### src/rtl/sgd_pkg.sv
// Shared SGD definitions: build sizes, FSM state codes and tx metadata/status layouts.
package sgd_pkg;

  localparam int unsigned ENGINE_NUM     = 2;
  localparam int unsigned WORKER_NUM     = 4;
  localparam int unsigned NUM_OF_BANKS   = 8;

  localparam int unsigned BANK_W         = 32;
  localparam int unsigned ENGINE_W       = NUM_OF_BANKS * BANK_W;
  localparam int unsigned TX_DATA_W      = 512;
  localparam int unsigned TX_KEEP_W      = TX_DATA_W / 8;
  localparam int unsigned META_W         = 32;
  localparam int unsigned WIDX_W         = (WORKER_NUM > 1) ? $clog2(WORKER_NUM) : 1;
  localparam int unsigned BEAT_W         = (ENGINE_NUM > 1) ? $clog2(ENGINE_NUM) : 1;
  localparam int unsigned BACKOFF_CYCLES = 8;
  localparam int unsigned BOFF_W         = $clog2(BACKOFF_CYCLES);

  // Each engine contributes one 64-byte beat to the payload.
  localparam logic [15:0] TX_BYTE_LEN    = 16'(ENGINE_NUM * 64);

  localparam logic [2:0] ST_IDLE        = 3'd0;
  localparam logic [2:0] ST_SEND_META   = 3'd1;
  localparam logic [2:0] ST_WAIT_STATUS = 3'd2;
  localparam logic [2:0] ST_SEND_DATA   = 3'd3;
  localparam logic [2:0] ST_NEXT        = 3'd4;
  localparam logic [2:0] ST_BACKOFF     = 3'd5;

  // tx metadata word: session in [15:0], byte length in [31:16]
  typedef struct packed {
    logic [15:0] len;
    logic [15:0] session;
  } tx_meta_t;

  // tx status word: session in [15:0], error code in [31:30]
  typedef struct packed {
    logic [1:0]  err;
    logic [13:0] rsvd;
    logic [15:0] session;
  } tx_status_t;

  // Active worker count, clamped to the number of session slots.
  function automatic logic [3:0] clamp_workers(input logic [3:0] n);
    return (32'(n) > WORKER_NUM) ? 4'(WORKER_NUM) : n;
  endfunction

endpackage

### src/rtl/sgd_server_send.sv
// Sends one accepted model-update bundle to each active worker over the TCP tx path.
module sgd_server_send
  import sgd_pkg::*;
(
  input  logic                                          clk,
  input  logic                                          rst_n,
  input  logic [15:0][31:0]                             control_reg,
  input  logic [WORKER_NUM-1:0][15:0]                   session_id,
  input  logic [ENGINE_NUM-1:0][NUM_OF_BANKS-1:0][31:0] s_model_data,
  input  logic                                          s_model_valid,
  output logic                                          s_model_ready,
  output logic                                          m_axis_tx_metadata_valid,
  input  logic                                          m_axis_tx_metadata_ready,
  output logic [META_W-1:0]                             m_axis_tx_metadata_data,
  input  logic                                          s_axis_tx_status_valid,
  output logic                                          s_axis_tx_status_ready,
  input  logic [META_W-1:0]                             s_axis_tx_status_data,
  output logic                                          m_axis_tx_data_valid,
  input  logic                                          m_axis_tx_data_ready,
  output logic [TX_DATA_W-1:0]                          m_axis_tx_data_data,
  output logic [TX_KEEP_W-1:0]                          m_axis_tx_data_keep,
  output logic                                          m_axis_tx_data_last,
  output logic [31:0]                                   bundles_sent,
  output logic [31:0]                                   tx_errors
);

  localparam int unsigned PAD_W = TX_DATA_W - ENGINE_W;

  logic [2:0]                           state_q, state_n;
  logic [WIDX_W-1:0]                    w_q, w_n;
  logic [BEAT_W-1:0]                    beat_q, beat_n;
  logic [BOFF_W-1:0]                    boff_q, boff_n;
  logic [3:0]                           n_q, n_n;
  logic [31:0]                          bundles_q, bundles_n;
  logic [31:0]                          errors_q, errors_n;
  logic                                 model_ready_q, model_ready_n;
  logic                                 meta_valid_q, meta_valid_n;
  tx_meta_t                             meta_q, meta_n;
  logic                                 status_ready_q, status_ready_n;
  logic                                 data_valid_q, data_valid_n;
  logic [TX_DATA_W-1:0]                 data_q, data_n;
  logic [TX_KEEP_W-1:0]                 keep_q, keep_n;
  logic                                 last_q, last_n;
  logic [ENGINE_NUM-1:0][ENGINE_W-1:0]  bundle_q;
  logic                                 accept_c;
  logic                                 meta_entry_c;
  tx_status_t                           status;
  logic                                 unused_ok;

  assign status = s_axis_tx_status_data;

  // Configuration and status fields this block does not consume.
  assign unused_ok = ^{control_reg[15:10], control_reg[9][31:1], control_reg[8][31:4],
                       control_reg[7:0], status.rsvd, status.session};

  // Next-state, counters and next registered-output values.
  always_comb begin
    state_n   = state_q;
    w_n       = w_q;
    beat_n    = beat_q;
    boff_n    = boff_q;
    n_n       = n_q;
    bundles_n = bundles_q;
    errors_n  = errors_q;
    accept_c  = 1'b0;

    case (state_q)
      ST_IDLE: begin
        if (s_model_valid && model_ready_q) begin
          accept_c = 1'b1;
          w_n      = '0;
          state_n  = ST_SEND_META;
        end
      end
      ST_SEND_META: begin
        if (meta_valid_q && m_axis_tx_metadata_ready) state_n = ST_WAIT_STATUS;
      end
      ST_WAIT_STATUS: begin
        if (s_axis_tx_status_valid && status_ready_q) begin
          if (status.err != 2'd0) begin
            errors_n = errors_q + 32'd1;
            boff_n   = '0;
            state_n  = ST_BACKOFF;
          end else begin
            beat_n  = '0;
            state_n = ST_SEND_DATA;
          end
        end
      end
      ST_BACKOFF: begin
        if (boff_q == BOFF_W'(BACKOFF_CYCLES - 1)) state_n = ST_SEND_META;
        else                                        boff_n  = boff_q + BOFF_W'(1);
      end
      ST_SEND_DATA: begin
        if (data_valid_q && m_axis_tx_data_ready) begin
          if (beat_q == BEAT_W'(ENGINE_NUM - 1)) begin
            beat_n  = '0;
            state_n = ST_NEXT;
          end else begin
            beat_n = beat_q + BEAT_W'(1);
          end
        end
      end
      ST_NEXT: begin
        // ">=" also terminates cleanly if N was rewritten to 0 mid-bundle.
        if ((5'(w_q) + 5'd1) >= 5'(n_q)) begin
          bundles_n = bundles_q + 32'd1;
          w_n       = '0;
          state_n   = ST_IDLE;
        end else begin
          w_n     = w_q + WIDX_W'(1);
          state_n = ST_SEND_META;
        end
      end
      default: state_n = ST_IDLE;
    endcase

    meta_entry_c = (state_n == ST_SEND_META) && (state_q != ST_SEND_META);
    meta_n       = meta_q;
    if (meta_entry_c) begin
      n_n            = clamp_workers(control_reg[8][3:0]);
      meta_n.len     = TX_BYTE_LEN;
      meta_n.session = session_id[w_n];
    end

    model_ready_n  = (state_n == ST_IDLE) && control_reg[9][0] && (control_reg[8][3:0] != 4'd0);
    meta_valid_n   = (state_n == ST_SEND_META);
    status_ready_n = (state_n == ST_WAIT_STATUS);
    data_valid_n   = (state_n == ST_SEND_DATA);
    data_n         = data_valid_n ? {{PAD_W{1'b0}}, bundle_q[beat_n]} : '0;
    keep_n         = data_valid_n ? '1 : '0;
    last_n         = data_valid_n && (beat_n == BEAT_W'(ENGINE_NUM - 1));
  end

  // State, indices, counters and all outputs.
  always_ff @(posedge clk) begin
    if (!rst_n) begin
      state_q        <= ST_IDLE;
      w_q            <= '0;
      beat_q         <= '0;
      boff_q         <= '0;
      n_q            <= '0;
      bundles_q      <= '0;
      errors_q       <= '0;
      model_ready_q  <= 1'b0;
      meta_valid_q   <= 1'b0;
      meta_q         <= '0;
      status_ready_q <= 1'b0;
      data_valid_q   <= 1'b0;
      data_q         <= '0;
      keep_q         <= '0;
      last_q         <= 1'b0;
    end else begin
      state_q        <= state_n;
      w_q            <= w_n;
      beat_q         <= beat_n;
      boff_q         <= boff_n;
      n_q            <= n_n;
      bundles_q      <= bundles_n;
      errors_q       <= errors_n;
      model_ready_q  <= model_ready_n;
      meta_valid_q   <= meta_valid_n;
      meta_q         <= meta_n;
      status_ready_q <= status_ready_n;
      data_valid_q   <= data_valid_n;
      data_q         <= data_n;
      keep_q         <= keep_n;
      last_q         <= last_n;
    end
  end

  // Bundle payload capture; contents are irrelevant until the next accept.
  always_ff @(posedge clk) begin
    if (accept_c) bundle_q <= s_model_data;
  end

  assign s_model_ready            = model_ready_q;
  assign m_axis_tx_metadata_valid = meta_valid_q;
  assign m_axis_tx_metadata_data  = meta_q;
  assign s_axis_tx_status_ready   = status_ready_q;
  assign m_axis_tx_data_valid     = data_valid_q;
  assign m_axis_tx_data_data      = data_q;
  assign m_axis_tx_data_keep      = keep_q;
  assign m_axis_tx_data_last      = last_q;
  assign bundles_sent             = bundles_q;
  assign tx_errors                = errors_q;

endmodule

### config.mk
export PLATFORM = sky130hd
export DESIGN_NAME = sgd_server_send
export DESIGN_NICKNAME = d
export VERILOG_FILES = /design/src/rtl/sgd_pkg.sv /design/src/rtl/sgd_server_send.sv
export SDC_FILE = /design/constraint.sdc
export NUM_CORES = 1
export LEC_CHECK = 0
export CELL_PAD_IN_SITES_DETAIL_PLACEMENT = 1
export CELL_PAD_IN_SITES_GLOBAL_PLACEMENT = 2
export CORE_AREA = 2 2 693 695
export CTS_BUF_LIST = sky130_fd_sc_hd__clkbuf_16
export CTS_CLUSTER_DIAMETER = 80
export DETAILED_ROUTE_END_ITERATION = 10
export DIE_AREA = 0 0 695 697
export PLACE_DENSITY_LB_ADDON = 0.1
export SLEW_MARGIN = 40
export SYNTH_ARGS = -nofsm -noshare
export SYNTH_HDL_FRONTEND = slang
export SYNTH_SLANG_ARGS = --single-unit
### constraint.sdc
create_clock -name clk -period 20.4 [get_ports clk]
set_clock_uncertainty 0.15 [all_clocks]
set_input_delay 4.08 -clock clk [delete_from_list [all_inputs] [get_ports clk]]
set_output_delay 4.08 -clock clk [all_outputs]
set_load 0.02 [all_outputs]
==> results of run 1 <==
[critical path: stages]
cell             delay [ns]
clkdlybuf4s50_1        0.52
nor4bb_1               0.30
o21bai_1               0.18
a22oi_2                0.27
buf_6                  0.47
buf_4                  0.54
buf_4                  0.62
buf_6                  0.56
buf_4                  0.71
nand2_1                0.34
a21oi_1                0.19
[cell type report]
type | count | area share (%)
antenna | 38 | 0.179
clock buffer | 166 | 7.82
clock inverter | 124 | 1.51
inverter | 12 | 0.0872
multi-input combinational | 1457 | 13.4
sequential | 867 | 42.4
tap | 6400 | 15.1
timing repair buffer | 1036 | 19.6
[power by group]
| part | internal [mW] | switching [mW] | leakage (nW) | total, mW |
|---|---|---|---|---|
| Combinational | 0.113 | 0.115 | 7.14 | 0.228 |
| Sequential | 1.90 | 0.0114 | 7.53 | 1.91 |
| Clock | 1.55 | 1.06 | 2.61 | 2.61 |
[registers in the layout, summed over array words and instances (netlist names)]
signal and count:
state_q 3, tx_errors 32, s_model_ready 1, n_q 4, m_axis_tx_metadata_data 17, m_axis_tx_data_keep 1, boff_q 3, beat_q 1
m_axis_tx_data_last 1, bundle_q 512, w_q 2, m_axis_tx_metadata_valid 1, bundles_sent 32, s_axis_tx_status_ready 1, m_axis_tx_data_data 256
[cells by family (layout without fill, tap and decap cells)]
logic type                 count (synthesis)  count (layout)
DFF                                      867             867
buffers and inverters                    473            1338
muxes                                     41              41
other                                      1             309
xor gates and xnor gates                  34              34
adders and majority gates                  8               8
AOI/OAI and AO/OA                        358             358
and+or+nand+nor                          745             745
[metal layers]
layer | wire length (um) | part of all wire [%]
met5 | 799 | 0.39
met4 | 8230 | 4.0
met3 | 25800 | 12
met2 | 98100 | 47
met1 | 74500 | 36
[synthesized netlist by cell type, types with 13 or more instances]
cell type,count
a21oi_1,281
nand3_1,23
o211ai_1,22
xnor2_1,19
nand2_1,551
buf_4,336
and3_1,13
nand4_1,19
o31ai_1,13
dfxtp_1,355
xor2_1,15
mux2i_1,40
clkbuf_1,67
edfxtp_1,512
buf_2,41
buf_1,14
o221ai_1,16
or4_1,17
nor2_1,50
[worst max path at each step]
stage	from	end	slack, ns	cells after the start
after floorplan	s_model_valid	bundle_q[0]	3.55	2
after detailed placement	s_axis_tx_status_valid	m_axis_tx_data_data[98]	10.77	11
after global placement	s_axis_tx_status_valid	m_axis_tx_data_data[99]	10.26	11
after CTS	s_axis_tx_status_valid	m_axis_tx_data_data[98]	11.76	11
final	s_axis_tx_status_valid	m_axis_tx_data_data[99]	12.02	11
after global routing	s_axis_tx_status_valid	m_axis_tx_data_data[98]	11.55	11
[metrics by stage]
step	utilization (%)	worst slack, ns
after floorplan	-	3.55
after global placement	10.0	10.26
after detailed placement	10.1	10.77
after CTS	11.1	11.76
after global routing	11.1	11.55
final	11.1	12.02
==> flow_summary.toml, run 1 <==
[floorplan]
ios = 1803
die_h_um = 697
die_area_um2 = 484000
initial_core_util_pct = 6.63
core-area_um2 = 477000
core.rowCount = 254
die_w_um = 695

[synthesis]
syn_area_um2 = 31600
yosysSeqAreaShare_pct = 71.1
yosys.area_share.simple_pct = 10.2
synthAdderAreaFrac_pct = 0.317
synthTopCellsByArea = "edfxtp_1, dfxtp_1, buf_4"
ys_ff_latch = 867
synthFlopType = "edfxtp_1"
synth_top_area_share_pct = 48.6
async_flop_share_pct = 0
synth_top_family_by_area = "simple AND/OR/NAND/NOR gates"
synth_cell_types = 56
synth_xor_xnor_area_share_pct = 0.942
yosys.area.top_type = "edfxtp_1"
yosysWarnings = 0
avgSynthCellArea_um2 = 12.5
synth_compound_area_share_pct = 6.32
synth_mux_area_share_pct = 1.30
syn_inst = 2527
synth_edf_count = 512

[cells_and_area]
nets = 4668
layoutNonFillerInstCount = 10100
final_common_cell = "clkdlybuf4s50_1"
layout-drive-gt1-share_pct = 7.51
final_cell_mix = "clkdlybuf4s50_1, nand2_1, edfxtp_1"
multi_input_area_um2 = 7090
finish.instance_area_um2 = 53100
syn2layout_area_growth_pct = 67.9
n_fill_cell = 55004
seq_area_um2 = 22500

[clocking]
clkLatencyLatePin_ns = 0.83
holdBufCountCts = 0
clk_path_buf_depth = 4
h-tree-depth = 4
cts-root-buf = "clkbuf_16"
post-cts-setup-buffer-count = 0
cts.sinks = 867
cts_tree = "built"
ctsResizeCount = 0
clkTransAtPathRegs_ns = 0.06
cts_buffers = 160

[global_routing]
use_met1_pct = 8.53
grt_overflow = 0
grt_pass1_wl_mm = 262
grt_max_degree = 112
top_usage_layer = "met2"
track_usage_pct = 8.24
use_met3_pct = 4.59
antenna_found_initial = 253
grt_pass1_vias = 23588
use_met2_pct = 13.9

[placed_design]
hpwl_mm = 159
dpl_cell_area_um2 = 48000
portBuffers = 994
gp_congestion = 0.718
placed_cells = 9770

[critical_path]
r2r_end = "m_axis_tx_data_data[99]"
critPathMaxFanout = 51
endpoint_kind = "register"
startpoint_type = "input port"
crit_required_ns = 21.01
cp.arrival_ns = 8.99
regToRegSetupSlack_ns = 15.15
criticalPathCategory = "in2reg"
ff2ff_path_depth = 10
r2r-start = "state_q[1]"

[power]
p_leak_nw = 17.3
cellPowerDensity_nw_per_um2 = 89.4
ir_drop_v = 0.0000558
fin_total_pwr_mw = 4.75

[sta]
rsz0062_at_grt = "false"
hold_viol = 0
fin_crit_sh_pct = 41.1
slew_viol_final = 0
fmax_mhz = 119
slew_headroom_pct = 40.3
timing.hold.ws_ns = 0.286
worst_pin_slew_ns = 0.895
setup_viol = 0
final.setup.tns_ns = 0
period_needed_ns = 8.38

[detailed_routing]
drcViolationCount = 0
wl_per_cell_um = 20.5
dr.pass1.iters = 4
final_antenna_net_count = 0
avgViaCountPerCell = 2.31
via_count = 23334
drt_iter0_drc = 1049
routed_wl_mm = 208

[min_path]
hold_path_end = "m_axis_tx_data_data[240]"
hold_depth = 2
min-delay-start = "bundle_q[240]"
hp-class = "reg2reg"

[status]
run_status = "finished, final reports clean"

[run]
cap_violations = 0
Note: power is estimated with default switching activity, not from simulation.
==> run 2, diff against run 1 <==
Settings changed: CORE_AREA 2 2 693 695 to 2 2 701 703, DIE_AREA 0 0 695 697 to 0 0 703 705.
Clock period 20.4 ns to 7.49 ns, I/O delays scaled along.
==> flow_summary.toml, run 2 (same netlist as run 1, synthesis figures left out) <==
[cells_and_area]
final_cell_mix = "clkdlybuf4s50_1, nand2_1, edfxtp_1"
post-route-util_pct = 10.9
syn2layout_area_growth_pct = 67.6
layoutNonFillerInstCount = 10177
finish.instance_area_um2 = 53000
final_common_cell = "clkdlybuf4s50_1"
nets = 4670
largest_reg_flops = 512
layout-drive-gt1-share_pct = 7.27
largest-register = "bundle_q"
n_fill_cell = 56555

[critical_path]
endpoint_kind = "output pin"
r2r-start = "w_q[0]"
regToRegSetupSlack_ns = 3.79
criticalPathCategory = "reg2out"
crit_required_ns = 5.84
critPathMaxFanout = 36
startpoint_type = "register"
ff2ff_path_depth = 11
r2r_end = "m_axis_tx_data_data[107]"
cp.arrival_ns = 2.38

[clocking]
cts_buffers = 154
cts-root-buf = "clkbuf_16"
holdBufCountCts = 0
clkTransAtPathRegs_ns = 0.05
clk_path_buf_depth = 4
h-tree-depth = 4
clkLatencyLatePin_ns = 0.87
post-cts-setup-buffer-count = 0
cts_tree = "built"
ctsResizeCount = 0
cts.sinks = 867

[detailed_routing]
wl_per_cell_um = 20.5
drcViolationCount = 0
drt_iter0_drc = 933
routed_wl_mm = 209
final_antenna_net_count = 0
via_count = 23379
avgViaCountPerCell = 2.30
dr.pass1.iters = 4

[global_routing]
track_usage_pct = 8.10
grt_pass1_vias = 23820
antenna_found_initial = 263
grt_pass1_wl_mm = 262
grt_overflow = 0
grt_max_degree = 105

[placed_design]
placed_cells = 9855
dpl_cell_area_um2 = 48300
portBuffers = 994
gp_congestion = 0.710
place_ws_ns = 2.53
hpwl_mm = 161

[sta]
slew_headroom_pct = 39.6
hold_viol = 0
final.setup.tns_ns = 0
slew_viol_final = 0
worst_pin_slew_ns = 0.906
fin_crit_sh_pct = 53.8
fmax_mhz = 248
period_needed_ns = 4.03
rsz0062_at_grt = "false"
worst_slack_ns = 3.46
setup_viol = 0

[min_path]
hold_depth = 2
min-delay-start = "bundle_q[235]"
hold_path_end = "m_axis_tx_data_data[235]"
hp-class = "reg2reg"

[floorplan]
initial_core_util_pct = 6.48
die_h_um = 705
core-area_um2 = 488000
die_area_um2 = 496000
core.rowCount = 257
die_w_um = 703
ios = 1803

[status]
run_status = "finished, final reports clean"

[power]
cellPowerDensity_nw_per_um2 = 237
p_leak_nw = 17.2
ir_drop_v = 0.000151

[run]
cap_violations = 0
-- run 2: cell count changes in the layout (fill, tap and decap cells not counted), moves of 3 or more --
cell,change
buf_12,+7
buf_4,+5
buf_6,-3
bufinv_16,-3
clkbuf_16,-11
clkinv_1,+9
clkinv_2,-7
clkinv_4,-4
diode_2,+3
inv_1,+4
-- run 2: worst max-delay path by stage --
stage	start	slack, ns	end	cells past startpoint
final	m_axis_tx_data_keep[62]	3.46	m_axis_tx_data_keep[36]	2
after global routing	m_axis_tx_data_keep[62]	3.25	m_axis_tx_data_keep[42]	2
after CTS	m_axis_tx_data_keep[62]	3.23	m_axis_tx_data_keep[0]	2
after detailed placement	s_axis_tx_status_data[31]	2.53	m_axis_tx_data_data[109]	8
after global placement	s_axis_tx_status_data[31]	1.45	m_axis_tx_data_data[107]	8
after floorplan	s_model_valid	1.66	bundle_q[0]	2
-- run 2: metrics by stage --
| step | power (mW) | hold slack (ns) |
|---|---|---|
| 2_1_floorplan | 5.62 | 0.300 |
| 3_3_place_gp | 5.93 | 0.315 |
| 3_5_place_dp | 5.93 | 0.312 |
| 4_1_cts | 13.0 | 0.325 |
| 5_1_grt | 13.2 | 0.367 |
| 6_report | 12.5 | 0.297 |
-- run 2: worst max-delay path: stages (launching register included) --
cell	delay, ns
dfxtp_4	0.56
buf_12	0.23
clkdlybuf4s50_1	0.68
-- run 2: layer usage --
metal / vias to the layer above / GRT usage, % / part of all wire, % / wire, um
met5: - / 0 / 0.44 / 926
met4: 138 / 2.83 / 3.6 / 7580
met3: 596 / 4.23 / 11 / 22800
met2: 1320 / 13.9 / 49 / 102000
met1: 11028 / 8.38 / 36 / 76100
li1: 10297 / - / - / -
-- run 2: area by class of cell --
type	count	area, um2	area share [%]
repair buffers	1044	10500	19.9
flip-flops and latches	867	22500	42.4
inverters	12	46.3	0.0874
clock buffers	155	3880	7.32
well taps	6475	8100	15.3
diodes	41	103	0.194
multi-input cells	1457	7110	13.4
clock inverters	126	744	1.40
-- run 2: power breakdown --
part           switching [mW]  internal (mW)
sequential             0.0307           5.16
combinational           0.314          0.309
clock                    2.84           3.89
==> run 3, diff against run 2 <==
Settings changed: CORE_AREA 2 2 701 703 to 2 2 693 695, DIE_AREA 0 0 703 705 to 0 0 695 697.
Clock period 7.49 ns to 4 ns, I/O delays scaled along.
==> flow_summary.toml, run 3 (same netlist as run 1, synthesis figures left out) <==
[detailed_routing]
final_antenna_net_count = 0
wl_per_cell_um = 20.7
dr.pass1.iters = 5
avgViaCountPerCell = 2.32
drt_iter0_drc = 1047
routed_wl_mm = 210
via_count = 23531
drcViolationCount = 0

[power]
power_frac_comb_pct = 4.9
ir_drop_v = 0.000293
p_clk_share_pct = 55.0
p_int_mw = 18.2
seq_power_share_pct = 40.0
switching_share_pct = 25.2
cellPowerDensity_nw_per_um2 = 451
p_leak_nw = 17.7
p_switching_mw = 6.12
fin_total_pwr_mw = 24.3

[placed_design]
dpl_cell_area_um2 = 48800
placed_cells = 9835
gp_congestion = 0.731
hpwl_mm = 165
portBuffers = 994

[global_routing]
grt_max_degree = 61
grt_overflow = 0
track_usage_pct = 8.38
grt_pass1_vias = 24307
grt_pass1_wl_mm = 267
antenna_found_initial = 244

[critical_path]
path_delay_family = "compound AO/OA/AOI/OAI gates"
r2r_end = "m_axis_tx_metadata_data[8]"
crit_required_ns = 4.55
cp.arrival_ns = 4.06
startpoint_type = "register"
slowest_stage = "nand4b_2"
critPathMaxStageDelay_ns = 0.69
startpoint = "w_q[0]"
regToRegSetupSlack_ns = 0.50
crit_chain = "ha_1 -> ha_1 -> nor3b_1 -> o32a_1 -> a211oi_4 -> buf_4 -> nand4b_2 -> o221ai_1"
r2r-start = "w_q[0]"
criticalPathCategory = "reg2reg"
critPathMaxFanout = 28
endpoint_kind = "register"
ff2ff_path_depth = 8
worst-path-buf-inv = 1
cp_common_cell = "ha_1"

[floorplan]
die_area_um2 = 484000
die_h_um = 697
initial_core_util_pct = 6.63
ios = 1803
core.rowCount = 254
die_w_um = 695
core-area_um2 = 477000

[cells_and_area]
n_fill_cell = 55048
multi_input_area_um2 = 7080
final_common_cell = "clkdlybuf4s50_1"
layoutNonFillerInstCount = 10150
nets = 4725
syn2layout_area_growth_pct = 70.4
finish.instance_area_um2 = 53900
post-route-util_pct = 11.3
layout-drive-gt1-share_pct = 9.34
largest_reg_flops = 512
seq_area_um2 = 22500
largest-register = "bundle_q"
final_cell_mix = "clkdlybuf4s50_1, nand2_1, edfxtp_1"

[run]
cap_violations = 0

[status]
run_status = "finished, final reports clean"

[min_path]
min-delay-start = "bundle_q[106]"
hold_depth = 2
hp-class = "reg2reg"
hold_path_end = "m_axis_tx_data_data[106]"

[clocking]
cts_buffers = 154
cts.sinks = 867
h-tree-depth = 4
post-cts-setup-buffer-count = 0
ctsResizeCount = 0
cts_tree = "built"
clk_path_buf_depth = 4
clkLatencyLatePin_ns = 0.85
cts-root-buf = "clkbuf_16"
clkTransAtPathRegs_ns = 0.06
holdBufCountCts = 0

[sta]
rsz0062_at_grt = "false"
hold_viol = 0
slew_headroom_pct = 45.3
worst_pin_slew_ns = 0.818
setup_viol = 0
fin_crit_sh_pct = 87.6
slew_viol_final = 0
fmax_mhz = 285
period_needed_ns = 3.50
==> run 3: worst max path at each step <==
stage | endpoint | slack (ns) | cells after the start
after CTS | m_axis_tx_data_keep[15] | 0.19 | 2
final | m_axis_tx_metadata_data[8] | 0.50 | 8
after detailed placement | m_axis_tx_metadata_data[2] | 0.33 | 8
after global placement | m_axis_tx_metadata_data[15] | 0.31 | 8
after floorplan | bundle_q[0] | -1.13 | 2
after global routing | m_axis_tx_data_keep[23] | 0.18 | 2
==> run 3: layout make-up <==
cell class              count  share of cell area, %
diodes                     34                  0.158
clock buffers             157                   7.29
clock inverters           124                   1.89
inverters                  12                 0.0859
multi-input cells        1457                   13.1
flip-flops and latches    867                   41.7
well taps                6400                   14.9
repair buffers           1099                   20.8
==> run 3: per-layer routing <==
metal  global-route usage [%]  share of wire, %  up-vias
met5                        0              0.45        -
met4                     3.04               3.6      138
li1                         -                 -    10405
met3                     4.54                11      591
met1                     8.71                37    11091
met2                     14.2                48     1306
==> run 3: power by group through the flow <==
stage / Sequential (mW) / Combinational, mW / Clock (mW)
6_report: 9.73 / 1.20 / 13.4
5_1_grt: 9.74 / 1.30 / 14.5
4_1_cts: 9.73 / 1.23 / 14.2
3_5_place_dp: 9.91 / 1.23 / 0
3_3_place_gp: 9.91 / 1.23 / 0
2_1_floorplan: 9.93 / 0.587 / 0
==> run 3: worst register-to-register path, cell delays in order (launching register included) <==
cell,delay (ns)
dfxtp_1,0.35
ha_1,0.35
ha_1,0.20
nor3b_1,0.19
o32a_1,0.63
a211oi_4,0.15
buf_4,0.29
nand4b_2,0.70
o221ai_1,0.40
==> run 3: per-stage QoR <==
| step | hold WS [ns] | worst slack (ns) | setup TNS [ns] |
|---|---|---|---|
| 2_1_floorplan | 0.300 | -1.13 | -578.04 |
| 3_3_place_gp | 0.315 | 0.313 | 0 |
| 3_5_place_dp | 0.313 | 0.328 | 0 |
| 4_1_cts | 0.188 | 0.187 | 0 |
| 5_1_grt | 0.239 | 0.178 | 0 |
| 6_report | 0.316 | 0.496 | 0 |
